## config.mk

```make
export PLATFORM = sky130hd
export DESIGN_NAME = dcm_multi
export DESIGN_NICKNAME = d
export VERILOG_FILES = /design/src/rtl/dcm_pkg.sv /design/src/rtl/dcm_channel.sv /design/src/rtl/dcm_multi.sv
export SDC_FILE = /design/constraint.sdc
export NUM_CORES = 1
export LEC_CHECK = 0
export BUFFER_PORTS_ARGS = -buffer_cell sky130_fd_sc_hd__buf_4
export CORE_MARGIN = 2
export CORE_UTILIZATION = 60
export CTS_CLUSTER_SIZE = 16
export DETAILED_ROUTE_END_ITERATION = 8
export PLACE_DENSITY = 0.84
export RECOVER_POWER = 100
export SETUP_SLACK_MARGIN = 0.1
export SLEW_MARGIN = 20
export SYNTH_ARGS = -nofsm -noshare
export SYNTH_HDL_FRONTEND = slang
export SYNTH_SLANG_ARGS = --single-unit
export TNS_END_PERCENT = 50
```

## constraint.sdc

```tcl
create_clock -name clock -period 4 [get_ports clock]
set_clock_uncertainty 0.2 [all_clocks]
set_input_delay 0.2 -clock clock [delete_from_list [all_inputs] [get_ports clock]]
set_output_delay 0.2 -clock clock [all_outputs]
set_load 0.02 [all_outputs]
```

## src/rtl/dcm_pkg.sv

```systemverilog
// ============================================================================
// Module      : dcm_pkg
// Description : Shared types and helpers for the multi-channel clock manager:
//               default code width, counter sizing, half-period computation
//               and the per-channel RUN/PEND state encoding.
// Revision    : 1.0 - initial release
// ============================================================================
`default_nettype none

package dcm_pkg;

  localparam int c_cfg_w_def = 3;

  // A channel is either running with no request outstanding, or holding a
  // shadowed code that waits for the next full-period boundary.
  typedef enum logic {
    ST_RUN  = 1'b0,
    ST_PEND = 1'b1
  } ch_state_e;

  // Counter must reach BASE_DIV << (2**cfg_w - 1) minus one.
  function automatic int cnt_width(input int base_div, input int cfg_w);
    return $clog2(base_div) + (2 ** cfg_w) - 1;
  endfunction

  // Half-period in system clock cycles for a given divide code.
  function automatic int unsigned half_cycles(input int unsigned base_div,
                                              input int unsigned code);
    return base_div << code;
  endfunction

endpackage

`default_nettype wire

```

## src/rtl/dcm_channel.sv

```systemverilog
// ============================================================================
// Module      : dcm_channel
// Description : One divided-clock channel: half-period counter, output flop,
//               active and shadow code registers and the pending flag. A new
//               code is applied only on the falling edge that ends a full
//               period, so the output never produces a runt pulse.
//               Optional lock indication when DCM_MULTI_LOCK_EN is defined.
// Revision    : 1.0 - initial release
// ============================================================================
`default_nettype none

module dcm_channel
  import dcm_pkg::*;
#(
  parameter int BASE_DIV   = 500,
  parameter int CFG_W      = c_cfg_w_def,
  parameter int RESET_CODE = 0
) (
  input  logic             clock,
  input  logic             reset,
  input  logic             upd_i,
  input  logic [CFG_W-1:0] code_i,
  output logic             clk_o,
  output logic             pend_o,
`ifdef DCM_MULTI_LOCK_EN
  output logic             lock_o,
`endif
  output logic [CFG_W-1:0] active_o
);

  localparam int c_cnt_w = cnt_width(BASE_DIV, CFG_W);

  ch_state_e          state_q, state_d;
  logic [c_cnt_w-1:0] cnt_q, cnt_d;
  logic               clk_q, clk_d;
  logic [CFG_W-1:0]   active_q, active_d;
  logic [CFG_W-1:0]   shadow_q, shadow_d;
  logic [c_cnt_w-1:0] w_half_m1;
  logic               w_tc;
  logic               w_apply;

  assign w_half_m1 = c_cnt_w'(half_cycles(BASE_DIV, 32'(active_q)) - 32'd1);
  assign w_tc      = (cnt_q == w_half_m1);
  // Apply only on the falling edge that closes a full high/low period.
  assign w_apply   = (state_q == ST_PEND) && w_tc && clk_q;

  // Next-state: counting, toggling, apply of the shadow and request latching.
  always_comb begin
    state_d  = state_q;
    cnt_d    = w_tc ? '0 : cnt_q + c_cnt_w'(1);
    clk_d    = w_tc ? ~clk_q : clk_q;
    active_d = active_q;
    shadow_d = shadow_q;
    if (w_apply) begin
      active_d = shadow_q;
      state_d  = ST_RUN;
    end
    // A request on the apply edge keeps the channel pending with the new code.
    if (upd_i) begin
      shadow_d = code_i;
      state_d  = ST_PEND;
    end
  end

  // Channel state registers.
  always_ff @(posedge clock or negedge reset) begin
    if (!reset) begin
      state_q  <= ST_RUN;
      cnt_q    <= '0;
      clk_q    <= 1'b0;
      active_q <= CFG_W'(RESET_CODE);
      shadow_q <= CFG_W'(RESET_CODE);
    end else begin
      state_q  <= state_d;
      cnt_q    <= cnt_d;
      clk_q    <= clk_d;
      active_q <= active_d;
      shadow_q <= shadow_d;
    end
  end

  assign clk_o    = clk_q;
  assign pend_o   = (state_q == ST_PEND);
  assign active_o = active_q;

`ifdef DCM_MULTI_LOCK_EN
  logic lock_q, lock_d;

  // Lock sets at the end of a full period with nothing pending, clears on any
  // request or apply.
  always_comb begin
    lock_d = lock_q;
    if (upd_i || w_apply || (state_q == ST_PEND)) begin
      lock_d = 1'b0;
    end else if (w_tc && clk_q) begin
      lock_d = 1'b1;
    end
  end

  // Lock flag register.
  always_ff @(posedge clock or negedge reset) begin
    if (!reset) begin
      lock_q <= 1'b0;
    end else begin
      lock_q <= lock_d;
    end
  end

  assign lock_o = lock_q;
`endif

endmodule

`default_nettype wire

```

## src/rtl/dcm_multi.sv

```systemverilog
// ============================================================================
// Module      : dcm_multi
// Description : Multi-channel digital clock manager. Decodes channel-select
//               for update requests, instantiates NUM_CH dcm_channel blocks,
//               OR-reduces pending flags into busy and muxes the active code
//               of the selected channel onto prog_out.
//               Optional macro DCM_MULTI_LOCK_EN adds the locked output.
// Revision    : 1.0 - initial release
// ============================================================================
`default_nettype none

module dcm_multi
  import dcm_pkg::*;
#(
  parameter int    BASE_DIV   = 500,
  parameter int    NUM_CH     = 2,
  parameter int    CFG_W      = c_cfg_w_def,
  parameter int    RESET_CODE = 0,
  localparam int   SEL_W      = (NUM_CH > 1) ? $clog2(NUM_CH) : 1
) (
  input  logic              clock,
  input  logic              reset,
  input  logic              update_clock,
  input  logic [SEL_W-1:0]  ch_sel,
  input  logic [CFG_W-1:0]  prog_in,
  output logic [CFG_W-1:0]  prog_out,
  output logic              busy,
`ifdef DCM_MULTI_LOCK_EN
  output logic [NUM_CH-1:0] locked,
`endif
  output logic [NUM_CH-1:0] clock_out
);

  logic [NUM_CH-1:0] w_upd;
  logic [NUM_CH-1:0] w_pend;
  logic [CFG_W-1:0]  w_active [NUM_CH];

  for (genvar k = 0; k < NUM_CH; k++) begin : g_ch
    // Out-of-range selects match no channel and are therefore ignored.
    assign w_upd[k] = update_clock && (ch_sel == SEL_W'(k));

    dcm_channel #(
      .BASE_DIV   (BASE_DIV),
      .CFG_W      (CFG_W),
      .RESET_CODE (RESET_CODE)
    ) u_ch (
      .clock    (clock),
      .reset    (reset),
      .upd_i    (w_upd[k]),
      .code_i   (prog_in),
      .clk_o    (clock_out[k]),
      .pend_o   (w_pend[k]),
`ifdef DCM_MULTI_LOCK_EN
      .lock_o   (locked[k]),
`endif
      .active_o (w_active[k])
    );
  end

  // Pending flags are registered, so busy follows a request by one cycle.
  assign busy = |w_pend;

  // Read-back mux of applied codes; unselected or invalid channel reads zero.
  always_comb begin
    prog_out = '0;
    for (int i = 0; i < NUM_CH; i++) begin
      if (ch_sel == SEL_W'(i)) begin
        prog_out = w_active[i];
      end
    end
  end

endmodule

`default_nettype wire
```

==> flow_metrics.tcl <==
set metrics [dict create \
    status "finished, final reports clean" \
    switchingPower_w 0.000178 \
    min_to "g_ch[1].u_ch.pend_o$_DFFE_PN0P_" \
    dr_total_vias 2293 \
    cts_resized 0 \
    die_x_um 74.3 \
    synthAdderAreaFrac_pct 1.18 \
    root_buffer "clkbuf_8" \
    syn_area_per_cell_um2 9.36 \
    leakage_nw 1.26 \
    synth_xor_area_share_pct 8.86 \
    syn_inst 317 \
    hold_path.class "in2reg" \
    synth.top_cell.area_share_pct 40.5 \
    worstMarginPinSlew_ns 0.988 \
    reg2reg_from "g_ch[1].u_ch.active_o[2]$_DFFE_PN0P_" \
    cts_tree "done" \
    place_inst 374 \
    yosys.area_share.simple_pct 25.0 \
    rsz0062_at_grt "no" \
    viasPerCell 5.94 \
    slew_viol_final 0 \
    synth_top_cells_by_count "dfrtp_1, nor2_1, nand3_1, xnor2_1, inv_1" \
    arrival_ns 2.99 \
    worstHoldPathCells 3 \
    grt_pass1_vias 2141 \
    routed_wl_mm 6.00 \
    route.detailed.drc 0 \
    ir_drop_uv 233 \
    htreeDepth 2 \
    drive_above_1_share_pct 10.0 \
    cp_slowest_stage_delay_ns 0.79 \
    cp.required_ns 3.95 \
    antenna_found_initial 0 \
    period_share_pct 75.9 \
    path_class "reg2reg" \
    yosys.area.top_type "dfrtp_1" \
    clockBufferDepth 2 \
    design.final.nets 327 \
    synth_fp_nets 326 \
    synthFlopType "dfrtp_1" \
    synth_top_family_by_area "simple AND/OR/NAND/NOR gates" \
    use_met2_pct 37.7 \
    fin_cells 386 \
    postRouteAntennaNets 0 \
    synthArstFlopShare_pct 100 \
    seqPwrFrac_pct 55.0 \
    row_count 25 \
    clk-insertion-delay-late_ns 0.30 \
    power_density_mw_per_mm2 291 \
    place.gp.congestion 0.842 \
    fmax_mhz 329 \
    dieArea_mm2 0.00552 \
    period_needed_ns 3.04 \
    yosysWarnings 0 \
    core_area_mm2 0.00475 \
    power_frac_clock_pct 41.7 \
    grt_usage_pct 23.8 \
    switching_share_pct 19.6 \
    ys_seq_area_share_pct 40.5 \
    worstPathCellList "inv_1 > o32ai_1 > a21o_1 > nand4_1 > nor3b_1 > clkbuf_1 > nor2_1" \
    wl_per_cell_um 15.5 \
    synth_edf_count 0 \
    tns_ns 0 \
    cp_num_buf_inv 2 \
    io_pins 13 \
    start_util_pct 62.4 \
    min-delay-start "update_clock" \
    crit_slowest_cell "dfrtp_1" \
    r2r_cells 7 \
    crit_family "buffers and inverters" \
    pwr-share-comb_pct 3.3 \
    cts.clk_slew.worst_paths_ns 0.09 \
    start_kind "flip-flop" \
    grt_pass1_wl_mm 10.2 \
    muxShareOfSynthArea_pct 6.41 \
    max_slew_margin_pct 33.8 \
    grt_max_degree 49 \
    hpwl_mm 4.06 \
    r2r_setup_slack_ns 0.96 \
    drtIter0Drc 103 \
    fp.dieH_um 74.3 \
    io_buffers 12 \
    yosys_register_bits 48 \
    hold_viol 0 \
    crit_path_end_kind "flip-flop" \
    met1_usage_pct 33.8 \
    grt_overflow 0 \
    power.internal_w 0.000729 \
    timing.rr.end "g_ch[1].u_ch.cnt_q[8]$_DFF_PN0_" \
    top_usage_layer "met2" \
    synth-compound-area-share_pct 11.9 \
    ys_top_cells_by_area "dfrtp_1, nor2_1, xnor2_1" \
    numCtsBuffers 5 \
    area_growth_pct 5.19 \
    dr.pass1.iters 5 \
    ys_types 60 \
    cap_viol_max_count 0 \
    setup_viol 0 \
    cts.sinks 48 \
    cp_max_fo 23 \
    diodes 0 \
    synth_most_common_cell "dfrtp_1" \
    syn-cell-area_mm2 0.00297 \
    met3_usage_pct 5.15 \
]
[registers in the layout, summed over array words and instances (netlist names)]
signal              count
g_ch.u_ch.shadow_q      6
g_ch.u_ch.pend_o        2
g_ch.u_ch.cnt_q        32
g_ch.u_ch.clk_o         2
g_ch.u_ch.active_o      6
[per-layer routing]
metal  wire (um)  vias up
met5           0        -
met4          60        0
met3         307        9
met2        2770       73
met1        2860     1095
li1            -     1116
[power by group through the flow]
stage                     Clock (W)  Combinational, W  Sequential (W)
final                      0.000378         0.0000301        0.000499
after global placement            0         0.0000268        0.000508
after floorplan                   0         0.0000109        0.000506
after global routing       0.000404         0.0000346        0.000500
after detailed placement          0         0.0000278        0.000508
after CTS                  0.000386         0.0000309        0.000499
[final cells by class]
| class | instances | area [um^2] |
|---|---|---|
| Clock buffer | 7 | 96.3 |
| Clock inverter | 1 | 30.0 |
| Fill cell | 404 | 1630 |
| Inverter | 15 | 56.3 |
| Multi-Input combinational cell | 231 | 1540 |
| Sequential cell | 48 | 1200 |
| Tap cell | 67 | 83.8 |
| Timing Repair Buffer | 17 | 111 |
[timing repair]
action,4_1_cts,5_1_grt
setup buffers,0,0
endpoints found under the hold margin,54,0
hold buffers,4,0
setup endpoints to repair,0,0
[cell usage in the layout (no fill, tap or decap), drive strengths merged, types with 3 or more instances in the layout]
| cell type | netlist | final |
|---|---|---|
| dlygate4sd3 | 0 | 4 |
| o21ai | 16 | 16 |
| and4 | 3 | 3 |
| dfrtp | 48 | 48 |
| buf | 19 | 3 |
| nand2 | 15 | 15 |
| xnor2 | 17 | 17 |
| a2111oi | 3 | 3 |
| xor2 | 13 | 13 |
| inv | 15 | 15 |
| nand4 | 9 | 9 |
| a21oi | 5 | 5 |
| a31oi | 3 | 3 |
| clkbuf | 4 | 17 |
| nand3 | 22 | 22 |
| o221ai | 4 | 4 |
| a21o | 3 | 3 |
| mux2 | 15 | 15 |
| nand2b | 4 | 4 |
| nor2 | 40 | 40 |
| nor3b | 3 | 3 |
| and3 | 8 | 8 |
| nor3 | 7 | 7 |
| nor2b | 10 | 10 |
[kinds of logic (layout without fill, tap and decap cells)]
family          Yosys count  count (layout)
compound gates           49              49
xor+xnor                 30              30
fa+ha+maj                 3               3
buf+inv                  38              40
flops                    48              48
mux                      16              16
simple gates            133             133
[per-stage QoR]
| step | hold slack, ns | worst slack [ns] | util, % | cell area, um^2 | total power (W) |
|---|---|---|---|---|---|
| 6_report | 0.0191 | 0.962 | 65.6 | 3120 | 0.000907 |
| 5_1_grt | 0.0704 | 0.652 | 65.6 | 3120 | 0.000938 |
| 4_1_cts | 0.0158 | 1.26 | 67.1 | 3190 | 0.000915 |
| 3_5_place_dp | 0.0543 | 1.27 | 63.6 | 3020 | 0.000536 |
| 3_3_place_gp | 0.0514 | 1.37 | 63.6 | 3020 | 0.000535 |
| 2_1_floorplan | -0.296 | 1.78 | - | 2970 | 0.000517 |
[worst reg2reg max path: stages, from the launching register on]
cell      delay (ns)
dfrtp_1         0.79
inv_1           0.24
o32ai_1         0.31
a21o_1          0.15
nand4_1         0.15
nor3b_1         0.27
clkbuf_1        0.65
nor2_1          0.14
[how the worst max path moves through the flow]
stage / from / cells after the start / slack (ns) / to
after floorplan: g_ch[0].u_ch.active_o[1]$_DFFE_PN0P_ / 6 / 1.78 / g_ch[0].u_ch.active_o[0]$_DFFE_PN0P_
after detailed placement: g_ch[1].u_ch.active_o[2]$_DFFE_PN0P_ / 6 / 1.27 / g_ch[1].u_ch.active_o[2]$_DFFE_PN0P_
after global placement: g_ch[1].u_ch.active_o[2]$_DFFE_PN0P_ / 6 / 1.37 / g_ch[1].u_ch.active_o[0]$_DFFE_PN0P_
after global routing: g_ch[0].u_ch.active_o[1]$_DFFE_PN0P_ / 6 / 0.65 / g_ch[0].u_ch.active_o[0]$_DFFE_PN0P_
final: g_ch[1].u_ch.active_o[2]$_DFFE_PN0P_ / 7 / 0.96 / g_ch[1].u_ch.cnt_q[8]$_DFF_PN0_
after CTS: g_ch[1].u_ch.active_o[2]$_DFFE_PN0P_ / 6 / 1.26 / g_ch[1].u_ch.active_o[2]$_DFFE_PN0P_
No activity file was read; power rests on OpenSTA's default activity.
